### src/rtl/mem_arbiter_if.sv
// Bundle of the three requester ports and the AXI-bridge request/response channels.
// The arbiter connects through "master"; the requesters and the bridge connect through "slave".
interface mem_arbiter_if;
    logic        if_rvalid;
    logic [63:0] if_raddr;
    logic        if_rready;
    logic [63:0] if_rdata;
    logic [1:0]  if_resp;

    logic        d_rvalid;
    logic [63:0] d_raddr;
    logic [1:0]  d_rsize;
    logic        d_rready;
    logic [63:0] d_rdata;
    logic [1:0]  d_resp;

    logic        d_wvalid;
    logic [63:0] d_waddr;
    logic [63:0] d_wdata;
    logic [7:0]  d_wmask;
    logic        axi_w_isbusy;

    logic        bus_valid;
    logic        bus_ready;
    logic        bus_write;
    logic [63:0] bus_addr;
    logic [1:0]  bus_size;
    logic [63:0] bus_wdata;
    logic [7:0]  bus_wmask;

    logic        bus_rsp_valid;
    logic [63:0] bus_rdata;
    logic [1:0]  bus_rsp;

    modport master (
        input  if_rvalid, if_raddr,
        output if_rready, if_rdata, if_resp,
        input  d_rvalid, d_raddr, d_rsize,
        output d_rready, d_rdata, d_resp,
        input  d_wvalid, d_waddr, d_wdata, d_wmask,
        output axi_w_isbusy,
        output bus_valid, bus_write, bus_addr, bus_size, bus_wdata, bus_wmask,
        input  bus_ready,
        input  bus_rsp_valid, bus_rdata, bus_rsp
    );

    modport slave (
        output if_rvalid, if_raddr,
        input  if_rready, if_rdata, if_resp,
        output d_rvalid, d_raddr, d_rsize,
        input  d_rready, d_rdata, d_resp,
        output d_wvalid, d_waddr, d_wdata, d_wmask,
        input  axi_w_isbusy,
        input  bus_valid, bus_write, bus_addr, bus_size, bus_wdata, bus_wmask,
        output bus_ready,
        output bus_rsp_valid, bus_rdata, bus_rsp
    );
endinterface

### src/rtl/mem_arbiter.sv
// Single-outstanding arbiter muxing instruction fetch, data read and data write onto one AXI bridge.
// Optional macro ARB_RR_EN: round-robin between fetch and the data group instead of DW > DR > IFR.
module mem_arbiter (
    input  logic          cpu_clk_50M,
    input  logic          cpu_rst_n,
    mem_arbiter_if.master arb
);

    typedef enum logic [1:0] {IDLE, ISSUE, WAIT, DONE} state_t;
    typedef enum logic [1:0] {NONE, IFR, DR, DW} owner_t;

    state_t      r_state;
    state_t      w_state_nxt;
    owner_t      r_owner;
    owner_t      w_grant;

    logic [63:0] r_addr;
    logic [1:0]  r_size;
    logic [63:0] r_wdata;
    logic [7:0]  r_wmask;
    logic [63:0] r_rdata;
    logic [1:0]  r_rsp;

    logic        w_owner_vld;
    logic        w_latch;
    logic        w_capture;
    logic        w_issue;
    logic        w_done;

    // Grant selection, evaluated only while IDLE
`ifdef ARB_RR_EN
    logic r_last_data;
    logic w_data_req;

    assign w_data_req = arb.d_wvalid | arb.d_rvalid;

    always_comb begin
        w_grant = NONE;
        if (w_data_req && (!arb.if_rvalid || !r_last_data)) begin
            w_grant = arb.d_wvalid ? DW : DR;
        end else if (arb.if_rvalid) begin
            w_grant = IFR;
        end
    end

    // Reset value favours fetch on the first contended grant
    always_ff @(posedge cpu_clk_50M or negedge cpu_rst_n) begin
        if (!cpu_rst_n) begin
            r_last_data <= 1'b1;
        end else if (w_latch) begin
            r_last_data <= (w_grant != IFR);
        end
    end
`else
    always_comb begin
        w_grant = NONE;
        if (arb.d_wvalid) begin
            w_grant = DW;
        end else if (arb.d_rvalid) begin
            w_grant = DR;
        end else if (arb.if_rvalid) begin
            w_grant = IFR;
        end
    end
`endif

    always_comb begin
        case (r_owner)
            IFR:     w_owner_vld = arb.if_rvalid;
            DR:      w_owner_vld = arb.d_rvalid;
            DW:      w_owner_vld = arb.d_wvalid;
            default: w_owner_vld = 1'b0;
        endcase
    end

    always_comb begin
        w_state_nxt = r_state;
        w_latch     = 1'b0;
        w_capture   = 1'b0;
        case (r_state)
            IDLE: begin
                if (w_grant != NONE) begin
                    w_latch     = 1'b1;
                    w_state_nxt = ISSUE;
                end
            end
            ISSUE: begin
                // A flushed requester withdraws before the bridge has seen anything
                if (!w_owner_vld) begin
                    w_state_nxt = IDLE;
                end else if (arb.bus_ready) begin
                    w_state_nxt = WAIT;
                end
            end
            WAIT: begin
                if (arb.bus_rsp_valid) begin
                    w_capture   = 1'b1;
                    w_state_nxt = DONE;
                end
            end
            DONE: begin
                w_state_nxt = IDLE;
            end
            default: begin
                w_state_nxt = IDLE;
            end
        endcase
    end

    always_ff @(posedge cpu_clk_50M or negedge cpu_rst_n) begin
        if (!cpu_rst_n) begin
            r_state <= IDLE;
            r_owner <= NONE;
        end else begin
            r_state <= w_state_nxt;
            if (w_latch) begin
                r_owner <= w_grant;
            end else if (w_state_nxt == IDLE) begin
                r_owner <= NONE;
            end
        end
    end

    // Request fields frozen at grant so the bus sees them stable through ISSUE
    always_ff @(posedge cpu_clk_50M or negedge cpu_rst_n) begin
        if (!cpu_rst_n) begin
            r_addr  <= '0;
            r_size  <= '0;
            r_wdata <= '0;
            r_wmask <= '0;
        end else if (w_latch) begin
            case (w_grant)
                DW: begin
                    r_addr  <= arb.d_waddr;
                    r_size  <= 2'b11;
                    r_wdata <= arb.d_wdata;
                    r_wmask <= arb.d_wmask;
                end
                DR: begin
                    r_addr  <= arb.d_raddr;
                    r_size  <= arb.d_rsize;
                    r_wdata <= '0;
                    r_wmask <= '0;
                end
                default: begin
                    r_addr  <= arb.if_raddr;
                    r_size  <= 2'b11;
                    r_wdata <= '0;
                    r_wmask <= '0;
                end
            endcase
        end
    end

    always_ff @(posedge cpu_clk_50M or negedge cpu_rst_n) begin
        if (!cpu_rst_n) begin
            r_rdata <= '0;
            r_rsp   <= '0;
        end else if (w_capture) begin
            r_rdata <= arb.bus_rdata;
            r_rsp   <= arb.bus_rsp;
        end
    end

    assign w_issue = (r_state == ISSUE);
    assign w_done  = (r_state == DONE);

    assign arb.bus_valid = w_issue && w_owner_vld;
    assign arb.bus_write = w_issue && (r_owner == DW);
    assign arb.bus_addr  = w_issue ? r_addr  : '0;
    assign arb.bus_size  = w_issue ? r_size  : '0;
    assign arb.bus_wdata = w_issue ? r_wdata : '0;
    assign arb.bus_wmask = w_issue ? r_wmask : '0;

    // Data returned to a requester that has since dropped valid is discarded
    assign arb.if_rready = w_done && (r_owner == IFR) && arb.if_rvalid;
    assign arb.d_rready  = w_done && (r_owner == DR)  && arb.d_rvalid;

    assign arb.if_rdata  = arb.if_rready ? r_rdata : '0;
    assign arb.if_resp   = arb.if_rready ? r_rsp   : '0;
    assign arb.d_rdata   = arb.d_rready  ? r_rdata : '0;
    assign arb.d_resp    = arb.d_rready  ? r_rsp   : '0;

    assign arb.axi_w_isbusy = (r_owner == DW) && (r_state != IDLE);

endmodule
### src/flat_wrapper.sv
// flat-port wrapper written by rule: the top's interface ports become plain ports
module mem_arbiter_flat 
  (cpu_clk_50M, cpu_rst_n, arb_if_rvalid, arb_if_raddr, arb_if_rready, arb_if_rdata, arb_if_resp, arb_d_rvalid, arb_d_raddr, arb_d_rsize, arb_d_rready, arb_d_rdata, arb_d_resp, arb_d_wvalid, arb_d_waddr, arb_d_wdata, arb_d_wmask, arb_axi_w_isbusy, arb_bus_valid, arb_bus_write, arb_bus_addr, arb_bus_size, arb_bus_wdata, arb_bus_wmask, arb_bus_ready, arb_bus_rsp_valid, arb_bus_rdata, arb_bus_rsp);
  mem_arbiter_if arb_i ();
  input  logic cpu_clk_50M;
  input  logic cpu_rst_n;
  input wire logic [$bits(arb_i.if_rvalid)-1:0] arb_if_rvalid;
  input wire logic [$bits(arb_i.if_raddr)-1:0] arb_if_raddr;
  output wire logic [$bits(arb_i.if_rready)-1:0] arb_if_rready;
  output wire logic [$bits(arb_i.if_rdata)-1:0] arb_if_rdata;
  output wire logic [$bits(arb_i.if_resp)-1:0] arb_if_resp;
  input wire logic [$bits(arb_i.d_rvalid)-1:0] arb_d_rvalid;
  input wire logic [$bits(arb_i.d_raddr)-1:0] arb_d_raddr;
  input wire logic [$bits(arb_i.d_rsize)-1:0] arb_d_rsize;
  output wire logic [$bits(arb_i.d_rready)-1:0] arb_d_rready;
  output wire logic [$bits(arb_i.d_rdata)-1:0] arb_d_rdata;
  output wire logic [$bits(arb_i.d_resp)-1:0] arb_d_resp;
  input wire logic [$bits(arb_i.d_wvalid)-1:0] arb_d_wvalid;
  input wire logic [$bits(arb_i.d_waddr)-1:0] arb_d_waddr;
  input wire logic [$bits(arb_i.d_wdata)-1:0] arb_d_wdata;
  input wire logic [$bits(arb_i.d_wmask)-1:0] arb_d_wmask;
  output wire logic [$bits(arb_i.axi_w_isbusy)-1:0] arb_axi_w_isbusy;
  output wire logic [$bits(arb_i.bus_valid)-1:0] arb_bus_valid;
  output wire logic [$bits(arb_i.bus_write)-1:0] arb_bus_write;
  output wire logic [$bits(arb_i.bus_addr)-1:0] arb_bus_addr;
  output wire logic [$bits(arb_i.bus_size)-1:0] arb_bus_size;
  output wire logic [$bits(arb_i.bus_wdata)-1:0] arb_bus_wdata;
  output wire logic [$bits(arb_i.bus_wmask)-1:0] arb_bus_wmask;
  input wire logic [$bits(arb_i.bus_ready)-1:0] arb_bus_ready;
  input wire logic [$bits(arb_i.bus_rsp_valid)-1:0] arb_bus_rsp_valid;
  input wire logic [$bits(arb_i.bus_rdata)-1:0] arb_bus_rdata;
  input wire logic [$bits(arb_i.bus_rsp)-1:0] arb_bus_rsp;
  assign arb_i.if_rvalid = arb_if_rvalid;
  assign arb_i.if_raddr = arb_if_raddr;
  assign arb_if_rready = arb_i.if_rready;
  assign arb_if_rdata = arb_i.if_rdata;
  assign arb_if_resp = arb_i.if_resp;
  assign arb_i.d_rvalid = arb_d_rvalid;
  assign arb_i.d_raddr = arb_d_raddr;
  assign arb_i.d_rsize = arb_d_rsize;
  assign arb_d_rready = arb_i.d_rready;
  assign arb_d_rdata = arb_i.d_rdata;
  assign arb_d_resp = arb_i.d_resp;
  assign arb_i.d_wvalid = arb_d_wvalid;
  assign arb_i.d_waddr = arb_d_waddr;
  assign arb_i.d_wdata = arb_d_wdata;
  assign arb_i.d_wmask = arb_d_wmask;
  assign arb_axi_w_isbusy = arb_i.axi_w_isbusy;
  assign arb_bus_valid = arb_i.bus_valid;
  assign arb_bus_write = arb_i.bus_write;
  assign arb_bus_addr = arb_i.bus_addr;
  assign arb_bus_size = arb_i.bus_size;
  assign arb_bus_wdata = arb_i.bus_wdata;
  assign arb_bus_wmask = arb_i.bus_wmask;
  assign arb_i.bus_ready = arb_bus_ready;
  assign arb_i.bus_rsp_valid = arb_bus_rsp_valid;
  assign arb_i.bus_rdata = arb_bus_rdata;
  assign arb_i.bus_rsp = arb_bus_rsp;
  mem_arbiter u_core (.cpu_clk_50M(cpu_clk_50M), .cpu_rst_n(cpu_rst_n), .arb(arb_i));
endmodule
### config.mk
export PLATFORM = sky130hd
export DESIGN_NAME = mem_arbiter_flat
export DESIGN_NICKNAME = d
export VERILOG_FILES = /design/src/rtl/mem_arbiter_if.sv /design/src/rtl/mem_arbiter.sv /design/src/flat_wrapper.sv
export SDC_FILE = /design/constraint.sdc
export NUM_CORES = 1
export LEC_CHECK = 0
export ABC_AREA = 1
export CORE_AREA = 3 3 241 243
export CTS_CLUSTER_DIAMETER = 60
export DETAILED_ROUTE_END_ITERATION = 16
export DIE_AREA = 0 0 244 246
export GPL_TIMING_DRIVEN = 0
export HOLD_SLACK_MARGIN = 0.03
export PLACE_DENSITY = 0.56
export SYNTH_ARGS = -nofsm -noshare
export SYNTH_HDL_FRONTEND = slang
export SYNTH_SLANG_ARGS = --single-unit
### constraint.sdc
create_clock -name cpu_clk_50M -period 3.2 [get_ports cpu_clk_50M]
set_input_delay 0.48 -clock cpu_clk_50M [delete_from_list [all_inputs] [get_ports cpu_clk_50M]]
set_output_delay 0.48 -clock cpu_clk_50M [all_outputs]
set_load 0.02 [all_outputs]
**Word level (Yosys, flattened, before mapping)**

Index checks and enable logic that the tools add are counted.

- Bits in registers: 208
- Output and inout port bits: 275

- Reduce and logical (&&, ||, !) cells: 12
- Equal/unequal tests: 8
- Mux-type cells: 27

Operator list:

| kind | number |
|---|---|
| $mux W64 | 5 |
| $pmux W64 S2 | 1 |
| $mux W2 | 12 |
| $mux W8 | 2 |
| $eq A2 B2 Y1 const B | 6 |
| $pmux W2 S4 | 1 |
| $logic_and A1 B1 Y1 | 7 |
| $reduce_bool A2 Y1 | 3 |
| $mux W1 | 5 |
| $eq A2 B1 Y1 const B | 2 |
| $logic_not A2 Y1 | 2 |
| $pmux W1 S3 | 1 |

**Depth between registers and ports, before layout**

Gate-level depths: netlist of the first run.

- Depth in word-level cells: 9
- Gate-level depth with buffers: 9
- Mapped depth without buffers: 7

**Worst setup path after synthesis of the first run**

No wires, ideal clock.

- Path type: input to output
- From: input port arb_if_rvalid
- To: output port arb_if_rdata[23]
- Stages: 6
- Setup slack: 1.093 ns
- Path buffers: 2
- Data arrival time: 1.627 ns
- Path through: nand3_1 nor2_1 inv_1 buf_2 buf_2 nor2_1

- Word-level cells in the longest chain between the ends: 2

Ends and longest elaborated chain:

| element | line | RTL |
|---|---|---|
| start, declared | flat_wrapper.sv:7 | `input wire logic [$bits(arb_i.if_rvalid)-1:0] arb_if_rvalid;` |
| $logic_and A1 B1 Y1 | mem_arbiter.sv:176 | `assign arb.if_rready = w_done && (r_owner == IFR) && arb.if_rvalid;` |
| named net arb_if_rready | flat_wrapper.sv:9 | `output wire logic [$bits(arb_i.if_rready)-1:0] arb_if_rready;` |
| $mux W64 | mem_arbiter.sv:179 | `assign arb.if_rdata = arb.if_rready ? r_rdata : '0;` |
| end, declared | flat_wrapper.sv:10 | `output wire logic [$bits(arb_i.if_rdata)-1:0] arb_if_rdata;` |

The timed path passes the listed nets, and every way through them passes these cells.

**Worst setup path after layout of the first run**

- From: input port arb_d_rvalid
- To: output port arb_d_rdata[51]

- Word-level cells in the longest chain between the ends: 2

Ends and longest elaborated chain:

| element | line | RTL |
|---|---|---|
| start, declared | flat_wrapper.sv:12 | `input wire logic [$bits(arb_i.d_rvalid)-1:0] arb_d_rvalid;` |
| $logic_and A1 B1 Y1 | mem_arbiter.sv:177 | `assign arb.d_rready = w_done && (r_owner == DR) && arb.d_rvalid;` |
| $mux W64 | mem_arbiter.sv:181 | `assign arb.d_rdata = arb.d_rready ? r_rdata : '0;` |
| end, declared | flat_wrapper.sv:16 | `output wire logic [$bits(arb_i.d_rdata)-1:0] arb_d_rdata;` |

No other way between the ends.

==> results of run 1 <==
metal layers:
metal / track usage (%) / routed length [um] / share of wire (%)
met4: 5.57 / 1650 / 3.2
met1: 18.6 / 20100 / 39
met5: 0 / 13 / 0.026
met2: 29.4 / 25600 / 50
met3: 3.48 / 3590 / 7.1
cells in the mapped netlist:
library cell / n
a21oi_1: 70
nor2_1: 401
nand2_2: 1
inv_6: 1
dfrtp_1: 208
clkbuf_1: 21
nand3_1: 80
or2_1: 1
nor3_1: 2
o21ai_2: 1
nand2_1: 72
inv_2: 2
buf_1: 7
buf_4: 3
buf_6: 16
nand2_4: 1
o22ai_1: 61
or2_2: 1
inv_1: 212
o31ai_1: 61
o21ai_0: 76
buf_2: 55
o21ai_1: 11
repair_timing:
action,CTS,global route
resized for setup,28,72
setup endpoints to repair,227,187
hold buffers,1,0
hold endpoints to repair,50,0
report_power, final:
group	switching (mW)	leakage [nW]	total, mW	internal, mW
logic	4.03	6.59	6.67	2.64
registers	0.422	2.49	4.20	3.78
clock network	1.23	0.470	3.14	1.91
logic make-up after synthesis:
family          count (synthesis)  share of synthesized area (%)
compound gates                280                           15.6
flops                         208                           49.8
buf+inv                       317                           13.4
simple gates                  559                           21.2
final cells by class:
class / count / area [sq um]
clock inverters: 11 / 96.3
multi-input cells: 839 / 3860
repair buffers: 614 / 6310
flip-flops and latches: 208 / 5200
inverters: 215 / 812
plain buffers: 101 / 589
well taps: 756 / 946
clock buffers: 40 / 847
fillers: 6077 / 37500
per-stage QoR:
stage,worst slack (ps),hold WS [ps],power [mW]
final,113,482,14.0
after global routing,-55.3,480,15.0
after CTS,0.156,447,14.3
after detailed placement,-377,470,11.0
after global placement,-7650,466,11.0
after floorplan,1090,184,7.83
worst paths after layout:
check	from	to	slack (ps)	cells after the start
worst min-delay path	arb_d_wvalid	u_core.r_owner[0]$_DFFE_PN0P_	480	4
worst min register to register	u_core.r_addr[42]$_DFFE_PN0P_	u_core.r_addr[42]$_DFFE_PN0P_	480	2
worst max register to register	u_core.r_state[1]$_DFF_PN0_	u_core.r_wmask[4]$_DFFE_PN0P_	1090	6
min in group asynchronous	cpu_rst_n	u_core.r_rdata[29]$_DFFE_PN0P_	540	2
max in group asynchronous	cpu_rst_n	u_core.r_addr[35]$_DFFE_PN0P_	1600	3
worst max-delay path	arb_d_rvalid	arb_d_rdata[51]	110	8
flip-flops by register name (all words and copies together), names as in the netlist:
signal and flops:
u_core.r_addr 64, u_core.r_rdata 64, u_core.r_wdata 64, u_core.r_wmask 8, u_core.r_owner 2, u_core.r_rsp 2
u_core.r_size 2, u_core.r_state 2
critical path: stages:
cell and delay, ps:
dlygate4sd2_1 510, nand3_1 170, nor2_1 180, inv_1 110
buf_2 210, buf_2 200, nor2_1 110, clkdlybuf4s50_1 620
==> results.toml, run 1 <==
[global_routing]
grt_pass1_vias = 12400
globalRouteTotalUtil_pct = 16.1
grt.overflow.total = 0
grt_max_degree = 108
antenna_found_initial = 4
grt_pass1_wl_mm = 74.6

[clock_tree]
cts_buffer_depth = 3
cts_sinks = 208
htree_levels = 1
cts_setup_buffers = 0
path_clk_slew_ps = 50
worst_skew_pair.late_latency_ps = 550
cts_buffers = 28
cts-root-buf = "clkbuf_16"
cts_tree = "yes"

[die]
pin_count = 614
initial_core_util_pct = 18.6
core_region_area_sq_um = 56200
die_area_sq_um = 60000
die_w_um = 244
row_count = 87
die_h_um = 246

[sta]
slew_violations = 0
max_slew_margin_pct = 41.0
setup_tns_ps = 0
timing.fmax_ghz = 0.324
worst_pin_slew_ps = 886
setup_viol = 0
period_share_pct = 96.5
clock_skew_ps = 7.71
finalHoldViolCount = 0
min_period_ps = 3090

[cells_and_area]
n_antenna_cell = 0
nets = 2346
final_util_pct = 33.2
final_common_cell = "clkdlybuf4s50_1"
layout.cells.non_filler = 2784
drive_gt1_share_pct = 6.61
layout_common_cells = "clkdlybuf4s50_1 (519), nor2_1 (399), inv_1 (212)"
syn2layout_area_growth_pct = 78.6
fin_area_sq_um = 18700

[power]
ir_worst_vdd_v = 0.000356
power.density_nw_per_um2 = 751
power.leakage_nw = 9.55

[synthesis]
synth_largest_area_cell = "dfrtp_1"
syn_area_sq_um = 10500
syn_nets = 1703
yosys_warnings = 0
synth_area_per_cell_sq_um = 7.66
ys_seq_area_share_pct = 49.8
synth_seq_cells = 208
synth_top_area_share_pct = 49.8
ys_types = 23
ys_top_cells_by_area = "dfrtp_1 (50%), nor2_1 (14%), inv_1 (7.6%)"
synthCells = 1364

[min_path]
hold_path.class = "input pin to register"

[place]
placedCellCount = 2733
dpl_cell_area_sq_um = 17600
io_buffers = 612
place_congestion = 0.983
dpl.hpwl_mm = 40.9

[outcome]
status = "completed"

[setup_path]
cp-end-kind = "output pin"
criticalPathCategory = "input pin to output pin"
worstPathMaxFanout = 10
crit_path_start_kind = "input pin"
critical_path_required_ps = 2720
cp.arrival_ps = 2610

[detailed_routing]
wl_mm = 51.0
drtIter0Drc = 466
routedWlPerCell_um = 18.3
drc = 0
ant_nets = 0
firstDrtPassIters = 5
vias = 11800
viasPerCell = 4.23

[flow_run]
cap_violations = 0
(Power assumes the default switching activity.)
==> inputs of run 2 (changes only) <==
--- a/config.mk
+++ b/config.mk
@@ -6,10 +6,10 @@
 export NUM_CORES = 1
 export LEC_CHECK = 0
 export ABC_AREA = 1
-export CORE_AREA = 3 3 241 243
+export CORE_AREA = 2 2 240 242
 export CTS_CLUSTER_DIAMETER = 60
 export DETAILED_ROUTE_END_ITERATION = 16
-export DIE_AREA = 0 0 244 246
+export DIE_AREA = 0 0 242 244
 export GPL_TIMING_DRIVEN = 0
 export HOLD_SLACK_MARGIN = 0.03
 export PLACE_DENSITY = 0.56
==> results.toml, run 2 (synthesis gave the netlist of run 1 again) <==
[detailed_routing]
drc = 0
routedWlPerCell_um = 18.1
firstDrtPassIters = 6
wl_met3_mm = 3.44
wl_mm = 50.3
drt-met1-wl_mm = 20.3
viasPerCell = 4.20
drtIter0Drc = 536
ant_nets = 0
wl_met2_mm = 24.9
highest-signal-layer = "met5"
vias = 11700

[cells_and_area]
register_area_sq_um = 5200
syn2layout_area_growth_pct = 78.2
n_antenna_cell = 0
layout_common_cells = "clkdlybuf4s50_1 (498), nor2_1 (398), inv_1 (212)"
final_common_cell = "clkdlybuf4s50_1"
layout.cells.non_filler = 2786
biggestRegsByFlops = "u_core.r_addr (64), u_core.r_rdata (64), u_core.r_wdata (64)"
fin_area_sq_um = 18600
fill_cells = 6056
drive_gt1_share_pct = 6.65
multi_input_area_sq_um = 3860
nets = 2348

[place]
pre_cts_slack_ps = -434
io_buffers = 612
place_congestion = 0.950
dpl.hpwl_mm = 40.5
dpl_cell_area_sq_um = 17600
placedCellCount = 2733

[sta]
setup_tns_ps = 0
slew_violations = 0
fin_ws_ps = 141
period_share_pct = 95.6
clock_skew_ps = 16.9
timing.fmax_ghz = 0.327
min_period_ps = 3060
max_slew_margin_pct = 42.9
setup_viol = 0
whs_ps = 473
worst_pin_slew_ps = 857
finalHoldViolCount = 0

[outcome]
status = "completed"

[min_path]
hold_start = "arb_d_wvalid"
whs_path_depth = 5
hold_path.class = "input pin to register"
holdPathEnd = "u_core.r_state[1]$_DFF_PN0_"

[setup_path]
regToRegStartpoint = "u_core.r_state[1]$_DFF_PN0_"
crit_path_start_kind = "register"
r2r_end = "u_core.r_wmask[5]$_DFFE_PN0P_"
cp-end-kind = "output pin"
critical_path_required_ps = 2720
cp.arrival_ps = 2580
reg2regPathDepth = 6
criticalPathCategory = "register to output pin"
critPathLaunch = "u_core.r_state[1]$_DFF_PN0_"
reg2reg_setup_slack_ps = 1140
worstPathMaxFanout = 10

[die]
pin_count = 614
die_area_sq_um = 59000
row_count = 87
core_region_area_sq_um = 56200
die_h_um = 244
initial_core_util_pct = 18.6
die_w_um = 242

[global_routing]
grt_max_degree = 108
grt_pass1_wl_mm = 73.4
antenna_found_initial = 2
grt_pass1_vias = 12000
grt.overflow.total = 0
globalRouteTotalUtil_pct = 16.2

[power]
ir_worst_vdd_v = 0.000347
power.leakage_nw = 9.47
power.density_nw_per_um2 = 755

[clock_tree]
cts_tree = "yes"
cts_buffer_depth = 3
path_clk_slew_ps = 50
worst_skew_pair.late_latency_ps = 570
cts_setup_buffers = 0
cts_buffers = 29
cts-root-buf = "clkbuf_16"
cts_sinks = 208
htree_levels = 1

[flow_run]
cap_violations = 0
-- run 2: worst max-delay path by stage --
stage	slack, ps	depth (start not counted)	to
after detailed placement	-430	8	arb_if_rdata[42]
final	140	6	arb_bus_addr[41]
after floorplan	1090	6	arb_if_rdata[23]
after global placement	-7640	1	u_core.r_addr[53]$_DFFE_PN0P_
after global routing	-2	6	arb_bus_addr[37]
after CTS	0.4	8	arb_d_rdata[52]
-- run 2: power breakdown --
| part | switching, mW | internal [mW] |
|---|---|---|
| logic | 4.00 | 2.59 |
| clock network | 1.28 | 1.99 |
| registers | 0.419 | 3.78 |
-- run 2: layout make-up --
class | count | share of cell area, %
Buffer | 102 | 3.16
Clock buffer | 40 | 4.50
Clock inverter | 12 | 0.719
Inverter | 215 | 4.36
Multi-Input combinational cell | 839 | 20.7
Sequential cell | 208 | 28.0
Tap cell | 756 | 5.08
Timing Repair Buffer | 614 | 33.5
-- run 2: through the flow --
stage | power [mW] | util, %
6_report | 14.1 | 33.2
5_1_grt | 15.0 | 33.2
4_1_cts | 14.3 | 32.9
3_5_place_dp | 11.0 | 31.3
3_3_place_gp | 10.9 | 31.2
2_1_floorplan | 7.83 | -
-- run 2: metal layers --
layer  vias to the layer above  global-route usage, %
met3                        74                   3.56
li1                       5600                      -
met1                      5555                   19.4
met5                         -                      0
met2                       468                   28.8
met4                         2                   5.34
-- run 2: worst max-delay path, cell delays in order (launching register included) --
cell and delay, ps:
dfrtp_1 430, nor2_2 180, inv_1 110, clkbuf_4 260, buf_2 240, nor2_1 150
clkdlybuf4s50_1 630
-- run 2: timing repair --
item                       in CTS  in global routing
setup endpoints to repair     216                150
gates resized for setup        60                 59
hold buffers                    1                  0
hold endpoints to repair      101                  0
